===== config.mk =====
export PLATFORM = sky130hd
export DESIGN_NAME = alu_seq_exec
export DESIGN_NICKNAME = d
export VERILOG_FILES = /design/src/rtl/alu_pkg.sv /design/src/rtl/alu_comb_core.sv /design/src/rtl/alu_seq_exec.sv
export SDC_FILE = /design/constraint.sdc
export NUM_CORES = 1
export LEC_CHECK = 0
export ABC_CLOCK_PERIOD_IN_PS = 5680
export CORE_UTILIZATION = 25
export DETAILED_ROUTE_END_ITERATION = 8
export GPL_ROUTABILITY_DRIVEN = 0
export SYNTH_ARGS = -nofsm -noshare
export SYNTH_HDL_FRONTEND = slang
export SYNTH_SLANG_ARGS = --single-unit

===== constraint.sdc =====
create_clock -name clk_i -period 5.68 [get_ports clk_i]
set_clock_uncertainty 0.2 [all_clocks]
set_input_delay 1.704 -clock clk_i [delete_from_list [all_inputs] [get_ports clk_i]]
set_output_delay 1.704 -clock clk_i [all_outputs]
set_load 0.03 [all_outputs]

===== src/rtl/alu_pkg.sv =====
// alu_pkg: ALU control codes shared with the ALU control decoder, plus the
// state encoding used by the sequential executor.
//   A_AND..A_SLTU : 4-bit ALU control codes (12..15 are unassigned)
//   state_t       : executor FSM states
//   is_shift()    : true for the arithmetic-right-shift codes
package alu_pkg;

    localparam logic [3:0] A_AND   = 4'd0;
    localparam logic [3:0] A_OR    = 4'd1;
    localparam logic [3:0] A_NAND  = 4'd2;
    localparam logic [3:0] A_NOR   = 4'd3;
    localparam logic [3:0] A_ADDU  = 4'd4;
    localparam logic [3:0] A_SUBU  = 4'd5;
    localparam logic [3:0] A_SLT   = 4'd6;
    localparam logic [3:0] A_EQUAL = 4'd7;
    localparam logic [3:0] A_SRA   = 4'd8;
    localparam logic [3:0] A_SRAV  = 4'd9;
    localparam logic [3:0] A_LUI   = 4'd10;
    localparam logic [3:0] A_SLTU  = 4'd11;

    typedef enum logic [1:0] {
        S_IDLE  = 2'd0,
        S_SHIFT = 2'd1,
        S_DONE  = 2'd2
    } state_t;

    function automatic logic is_shift(input logic [3:0] ctrl);
        return (ctrl == A_SRA) || (ctrl == A_SRAV);
    endfunction

endpackage


===== src/rtl/alu_comb_core.sv =====
// alu_comb_core: purely combinational single-cycle ALU operations.
// Shift codes and unassigned codes (12-15) return 0; shifts are handled in
// the executor top level.
// Ports:
//   ctrl_i   ALU control code
//   src1_i   operand 1
//   src2_i   operand 2
//   result_o combinational result
module alu_comb_core
    import alu_pkg::*;
#(
    parameter int DATA_W = 32
) (
    input  logic [3:0]        ctrl_i,
    input  logic [DATA_W-1:0] src1_i,
    input  logic [DATA_W-1:0] src2_i,
    output logic [DATA_W-1:0] result_o
);

    always_comb begin
        result_o = '0;
        case (ctrl_i)
            A_AND:   result_o = src1_i & src2_i;
            A_OR:    result_o = src1_i | src2_i;
            A_NAND:  result_o = ~(src1_i & src2_i);
            A_NOR:   result_o = ~(src1_i | src2_i);
            A_ADDU:  result_o = src1_i + src2_i;
            A_SUBU:  result_o = src1_i - src2_i;
            A_SLT:   result_o = {{(DATA_W-1){1'b0}}, ($signed(src1_i) < $signed(src2_i))};
            A_EQUAL: result_o = {{(DATA_W-1){1'b0}}, (src1_i == src2_i)};
            A_LUI:   result_o = src2_i << 16;
            A_SLTU:  result_o = {{(DATA_W-1){1'b0}}, (src1_i < src2_i)};
            default: result_o = '0;
        endcase
    end

endmodule


===== src/rtl/alu_seq_exec.sv =====
// alu_seq_exec: execution-stage ALU consumer with valid/ready on both sides.
// Single-cycle ops complete in one cycle; SRA/SRAV shift iteratively
// SHIFT_STEP bits per cycle, or in one cycle with ALU_FAST_SHIFT_EN defined.
// Ports:
//   clk_i, rst_i (async, active low)
//   valid_i/ready_o       request handshake: ctrl_i, src1_i, src2_i, shamt_i
//   valid_o/ready_i       result handshake: result_o, zero_o
// Configuration macro: ALU_FAST_SHIFT_EN (barrel shifter, SHIFT_STEP ignored)
//
// state   | meaning
// S_IDLE  | waiting for a request
// S_SHIFT | iterative arithmetic shift in progress, request side stalled
// S_DONE  | result held on result_o until consumer takes it
module alu_seq_exec
    import alu_pkg::*;
#(
    parameter int DATA_W     = 32,
    parameter int SHIFT_STEP = 1
) (
    input  logic              clk_i,
    input  logic              rst_i,
    input  logic              valid_i,
    output logic              ready_o,
    input  logic [3:0]        ctrl_i,
    input  logic [DATA_W-1:0] src1_i,
    input  logic [DATA_W-1:0] src2_i,
    input  logic [4:0]        shamt_i,
    output logic              valid_o,
    input  logic              ready_i,
    output logic [DATA_W-1:0] result_o,
    output logic              zero_o
);

    localparam logic [4:0] STEP = 5'(SHIFT_STEP);

    state_t            state_q, state_d;
    logic [DATA_W-1:0] result_q, result_d;
    logic [DATA_W-1:0] shreg_q, shreg_d;
    logic [4:0]        rem_q, rem_d;

    logic [DATA_W-1:0] core_res;
    logic [DATA_W-1:0] fast_res;
    logic [DATA_W-1:0] step_res;
    logic [4:0]        amt_in;
    logic [4:0]        step;
    logic              accept;

    alu_comb_core #(.DATA_W(DATA_W)) u_core (
        .ctrl_i   (ctrl_i),
        .src1_i   (src1_i),
        .src2_i   (src2_i),
        .result_o (core_res)
    );

    assign amt_in   = (ctrl_i == A_SRA) ? shamt_i : src1_i[4:0];
    assign fast_res = $signed(src2_i) >>> amt_in;
    // Last step may be shorter than SHIFT_STEP when k is not a multiple of it.
    assign step     = (rem_q < STEP) ? rem_q : STEP;
    assign step_res = $signed(shreg_q) >>> step;

    assign valid_o  = (state_q == S_DONE);
    assign ready_o  = (state_q == S_IDLE) || ((state_q == S_DONE) && ready_i);
    assign accept   = valid_i && ready_o;
    assign result_o = result_q;
    assign zero_o   = (result_q == '0);

    always_comb begin
        state_d  = state_q;
        result_d = result_q;
        shreg_d  = shreg_q;
        rem_d    = rem_q;
        case (state_q)
            S_IDLE, S_DONE: begin
                if ((state_q == S_DONE) && ready_i) begin
                    state_d = S_IDLE;
                end
                // Back-to-back: in DONE the consume and the next accept share an edge.
                if (accept) begin
                    if (is_shift(ctrl_i)) begin
`ifdef ALU_FAST_SHIFT_EN
                        result_d = fast_res;
                        state_d  = S_DONE;
`else
                        if (amt_in == 5'd0) begin
                            result_d = src2_i;
                            state_d  = S_DONE;
                        end else begin
                            shreg_d = src2_i;
                            rem_d   = amt_in;
                            state_d = S_SHIFT;
                        end
`endif
                    end else begin
                        result_d = core_res;
                        state_d  = S_DONE;
                    end
                end
            end
            S_SHIFT: begin
                shreg_d = step_res;
                rem_d   = rem_q - step;
                if (rem_q == step) begin
                    result_d = step_res;
                    state_d  = S_DONE;
                end
            end
            default: state_d = S_IDLE;
        endcase
    end

    always_ff @(posedge clk_i or negedge rst_i) begin
        if (!rst_i) begin
            state_q  <= S_IDLE;
            result_q <= '0;
            shreg_q  <= '0;
            rem_q    <= '0;
        end else begin
            state_q  <= state_d;
            result_q <= result_d;
            shreg_q  <= shreg_d;
            rem_q    <= rem_d;
        end
    end

endmodule


==> impl_summary.md <==
Clock tree
The count of H-tree levels built during CTS is 3. The clock tree from TritonCTS is built. The insertion delay to the later sink of the worst-skew pair is 340 ps.

The post-cts resize count is 0. The clock root buffer is sky130_fd_sc_hd__clkbuf_16. Counting the buffers created by CTS gives 9. The maximum count of clock buffers along a single path is 2.

The number of buffers added to fix hold violations after cts is 0. The count of buffers added by post-CTS timing repair for setup is 0. Counting every sink on the clock net gives 71. After clock tree synthesis, the clock-pin slew on the worst setup and hold paths is 60 ps.

Routing
The routed layout has 10,940 vias. In this run the remaining antenna-violating nets after routing total 0. The detailed router finished its first iteration with 1,551 violations. After detailed routing, the number of vias per cell comes to 5.605. The total iterations of the first detailed-routing run is 8. The final layout contains routed wiring with a total length of 40,480 um. The number of design rule violations left after detail routing is 0. The average wire length per cell after detail routing is 20.75 um.

Critical path
The number of cells on the worst reg-to-reg path is 9. The terminus of the critical flop-to-flop path is result_o[26]$_DFFE_PN0P_. The buffers plus inverters on the worst setup path is 3. Among the stages of the critical path, the cell type that occurs most often is sky130_fd_sc_hd__clkdlybuf4s50_1.

The worst setup path is launched from a primary input. For flop-to-flop paths, the worst setup slack is 2360 ps. The critical-path cell with the highest stage delay is sky130_fd_sc_hd__clkdlybuf4s50_1. The start-to-end type of the worst setup path is in2out. The critical path endpoint category is a primary output. In this run the critical register-to-register path is launched from rem_q[3]$_DFFE_PN0P_. The kind of cell with the highest combined delay on the critical path is buffers and inverters. Walking the worst path, the cells encountered are clkdlybuf4s50_1 > inv_1 > a21oi_1 > clkdlybuf4s50_1. The data arrival time at the worst-slack endpoint is 3260 ps. On the worst path, the slowest cell contributes a delay of 740 ps. The largest fanout on the critical path is 4. Data on the critical path is required at its endpoint by 3780 ps.

Yosys
In the post-synthesis netlist, the biggest area contributors are sky130_fd_sc_hd__dfrtp_1 19%, sky130_fd_sc_hd__ha_1 14%, sky130_fd_sc_hd__a21oi_1 6.8%. The synthesized netlist cell count is 1,340. The synthesized area divided by synthesized cell count is 7.031 um^2. The synthesized design spends more area on one cell type than any other, namely sky130_fd_sc_hd__dfrtp_1. During synthesis, Yosys emitted a total of 0 warnings. The post-synthesis register bit count is 71. Sequential elements use 18.86% of the synthesized area. The synthesized design contains 0 enable-type register cells.

In this run the cell area of the synthesized design comes to 9422 um^2. For this run, the leading register cell type out of synthesis is sky130_fd_sc_hd__dfrtp_1. The share of async-settable or async-resettable flops after synthesis is 100.0%. The number of unique standard cell types used by synthesis is 75.

The post-synthesis net count is 1,528. The fraction of post-synthesis cell area in the top cell type by area is 18.86%.

Pwr
Internal power comes to 1.764 mW. The analysis attributes to net switching a power of 1.403 mW. In this run the power density over the cells is 270.6 nW/um^2. Net switching is 44.30% of the power. VDD sags by at most 0.1477 mV. The share of total power in sequential cells is 29.8%. The share of total power dissipated in combinational logic is 49.4%. Summed over all cells, the static leakage comes to 4.940 nW. Overall power consumption after layout is estimated at 3.167 mW. The clock network fraction of total power is 20.8%.

Floorplanning
Once the floorplan was initialized, standard cells occupied 25.55% of the core. The floorplan step defined a core boundary enclosing 36,870 um^2. Row generation in the floorplan step produced 70 rows. The floorplan step set the die height to 196.1 um. The floorplan die width is 196.1 um.

The die covers 38,470 um^2. The count of pins on the block boundary is 112.

Global route
The initial antenna violation count is 0. The first global-routing pass estimated 60,910 um of wire. The aggregate global routing overflow is 0. The number of global-route vias before repair was 10,090. Entering global routing, the biggest net connects 72 pins. The overall global routing resource usage is 20.72%.

Timing
The number of hold violations in the final report came to 0. The post-layout minimum cycle time is 5163 ps. The setup TNS after final layout is 0 ps. Setup violations remaining at the end of the flow were counted as 0. In the finished design, the share of the clock period the worst path needs comes to 90.91%.

The measured slew at the worst slew-check pin is 1118 ps. Setup repair after global routing left no endpoint under its margin. The final count of pins violating max slew came to 0.

The headroom to the max-slew limit is 25.18%. Static timing analysis puts the maximum clock frequency at 0.1937 GHz.

Min path
The cell depth of the worst min-delay path is 2. In this run the most critical hold path is launched from shreg_q[0]$_DFFE_PN0P_. The type of the tightest min-delay check is reg2reg.

The path with the worst hold slack has its endpoint at shreg_q[0]$_DFFE_PN0P_.

Final layout
The proportion of layout cells with a drive suffix above 1 is 7.809%. The final-stage net count is 1,630. The repair_antennas step left the layout with diodes totalling 0. The area growth from synthesis to layout is 24.24%.

Run
Max-cap violations in this run came to 0.

Outcome
The run finished with clean final reports.

Place
The HPWL after detailed placement is 32,170 um. The number of I/O port buffers is 111.
-- cells in the final DEF (no fill, tap or decap), types with 5 or more instances in the layout --
| cell | count |
|---|---|
| sky130_fd_sc_hd__xnor2_1 | 37 |
| sky130_fd_sc_hd__buf_4 | 70 |
| sky130_fd_sc_hd__ha_1 | 109 |
| sky130_fd_sc_hd__nand2_1 | 119 |
| sky130_fd_sc_hd__dfrtp_1 | 71 |
| sky130_fd_sc_hd__or3_1 | 9 |
| sky130_fd_sc_hd__and3_1 | 7 |
| sky130_fd_sc_hd__o221ai_1 | 7 |
| sky130_fd_sc_hd__a2111oi_0 | 5 |
| sky130_fd_sc_hd__nand2b_1 | 5 |
| sky130_fd_sc_hd__nand3_1 | 31 |
| sky130_fd_sc_hd__mux2i_1 | 22 |
| sky130_fd_sc_hd__or2_2 | 9 |
| sky130_fd_sc_hd__o21bai_1 | 8 |
| sky130_fd_sc_hd__o31ai_1 | 17 |
| sky130_fd_sc_hd__o22ai_1 | 45 |
| sky130_fd_sc_hd__o211ai_1 | 13 |
| sky130_fd_sc_hd__clkdlybuf4s50_1 | 108 |
| sky130_fd_sc_hd__a21oi_1 | 128 |
| sky130_fd_sc_hd__a211oi_1 | 13 |
| sky130_fd_sc_hd__clkbuf_16 | 9 |
| sky130_fd_sc_hd__a21o_1 | 14 |
| sky130_fd_sc_hd__o21a_1 | 5 |
| sky130_fd_sc_hd__a221oi_1 | 5 |
| sky130_fd_sc_hd__a21boi_0 | 5 |
| sky130_fd_sc_hd__nand4_1 | 16 |
| sky130_fd_sc_hd__a31oi_1 | 37 |
| sky130_fd_sc_hd__o21ai_0 | 101 |
| sky130_fd_sc_hd__nor3_1 | 18 |
| sky130_fd_sc_hd__nor2b_1 | 10 |
| sky130_fd_sc_hd__nor4_1 | 24 |
| sky130_fd_sc_hd__nor2_1 | 165 |
| sky130_fd_sc_hd__inv_1 | 104 |
-- through the flow --
| step | hold WS (ps) | instances | setup WS [ps] | utilization (%) | instance area, um^2 |
|---|---|---|---|---|---|
| after global routing | 375.7 | 1951 | 419.8 | 31.74 | 11710 |
| after global placement | 288.8 | 1935 | 310.5 | 30.81 | 11360 |
| final | 320.7 | 1951 | 516.5 | 31.74 | 11710 |
| after floorplan | 266.1 | 1340 | 1296 | - | 9422 |
| after CTS | 310.9 | 1951 | 535.2 | 31.74 | 11710 |
| after detailed placement | 296.6 | 1935 | 292.8 | 30.81 | 11360 |
-- area by class of cell --
cell class                      count  area [um^2]
Fill cell                        3981        25170
Clock inverter                      7        120.1
Sequential cell                    71         1777
Timing Repair Buffer              181         1637
Multi-Input combinational cell   1075         6925
Tap cell                          504        630.6
Inverter                          104        390.4
Clock buffer                        9        225.2
-- synthesized netlist by cell type (all sizes together) (17+ instances only) --
| cell | n |
|---|---|
| a21oi | 128 |
| a31oi | 37 |
| clkbuf | 78 |
| dfrtp | 71 |
| ha | 109 |
| inv | 104 |
| mux2i | 22 |
| nand2 | 119 |
| nand3 | 31 |
| nor2 | 166 |
| nor3 | 18 |
| nor4 | 24 |
| o21ai | 101 |
| o22ai | 45 |
| o31ai | 17 |
| xnor2 | 37 |
-- metal layers --
| metal | wire length (um) | global-route usage, % | share of wire [%] | vias to the layer above |
|---|---|---|---|---|
| met5 | 0 | 0 | 0 | - |
| met3 | 3321 | 3.026 | 8.2 | 107 |
| li1 | - | - | - | 5033 |
| met2 | 17700 | 32.50 | 44 | 646 |
| met4 | 2247 | 10.50 | 5.6 | 0 |
| met1 | 17210 | 27.57 | 43 | 5150 |
-- power by group through the flow --
| stage | Sequential [mW] | Combinational [mW] | Clock [mW] |
|---|---|---|---|
| global placement | 0.946 | 1.52 | 0 |
| global route | 0.973 | 1.69 | 0.697 |
| CTS | 0.940 | 1.54 | 0.669 |
| floorplan | 1.03 | 0.812 | 0 |
| detailed placement | 0.948 | 1.53 | 0 |
| finish | 0.944 | 1.56 | 0.660 |
-- cell families (layout without fill, tap and decap cells) --
| group | count (synthesis) | after routing | share of synthesized area, % |
|---|---|---|---|
| AO/OA/AOI/OAI | 463 | 463 | 31.04 |
| multiplexers | 23 | 23 | 2.457 |
| adder cells (fa/ha/maj) | 111 | 111 | 14.90 |
| AND/OR/NAND/NOR | 438 | 438 | 21.28 |
| flip-flops | 71 | 71 | 18.86 |
| XOR/XNOR | 40 | 40 | 3.719 |
| buffers and inverters | 194 | 301 | 7.756 |
-- worst register-to-register path: cells and delay by family, from the launching register on --
| kind | cells | cell delay (ps) |
|---|---|---|
| flip-flops | 1 | 420 |
| adder cells (fa/ha/maj) | 1 | 200 |
| AND/OR/NAND/NOR | 3 | 1070 |
| AO/OA/AOI/OAI | 4 | 1100 |
| buffers and inverters | 1 | 230 |
-- sequential cells by signal, indices dropped and copies added (netlist names) --
name      cells
shreg_q      32
result_o     32
rem_q         5
state_q       2
-- how the worst max path moves through the flow --
stage / cells past startpoint / start / to
6_report: 4 / ready_i / ready_o
3_5_place_dp: 13 / src1_i[1] / result_o[31]$_DFFE_PN0P_
4_1_cts: 4 / ready_i / ready_o
3_3_place_gp: 13 / src1_i[1] / result_o[31]$_DFFE_PN0P_
2_1_floorplan: 11 / src2_i[1] / result_o[29]$_DFFE_PN0P_
5_1_grt: 13 / src1_i[1] / result_o[31]$_DFFE_PN0P_
(Power assumes the default switching activity.)
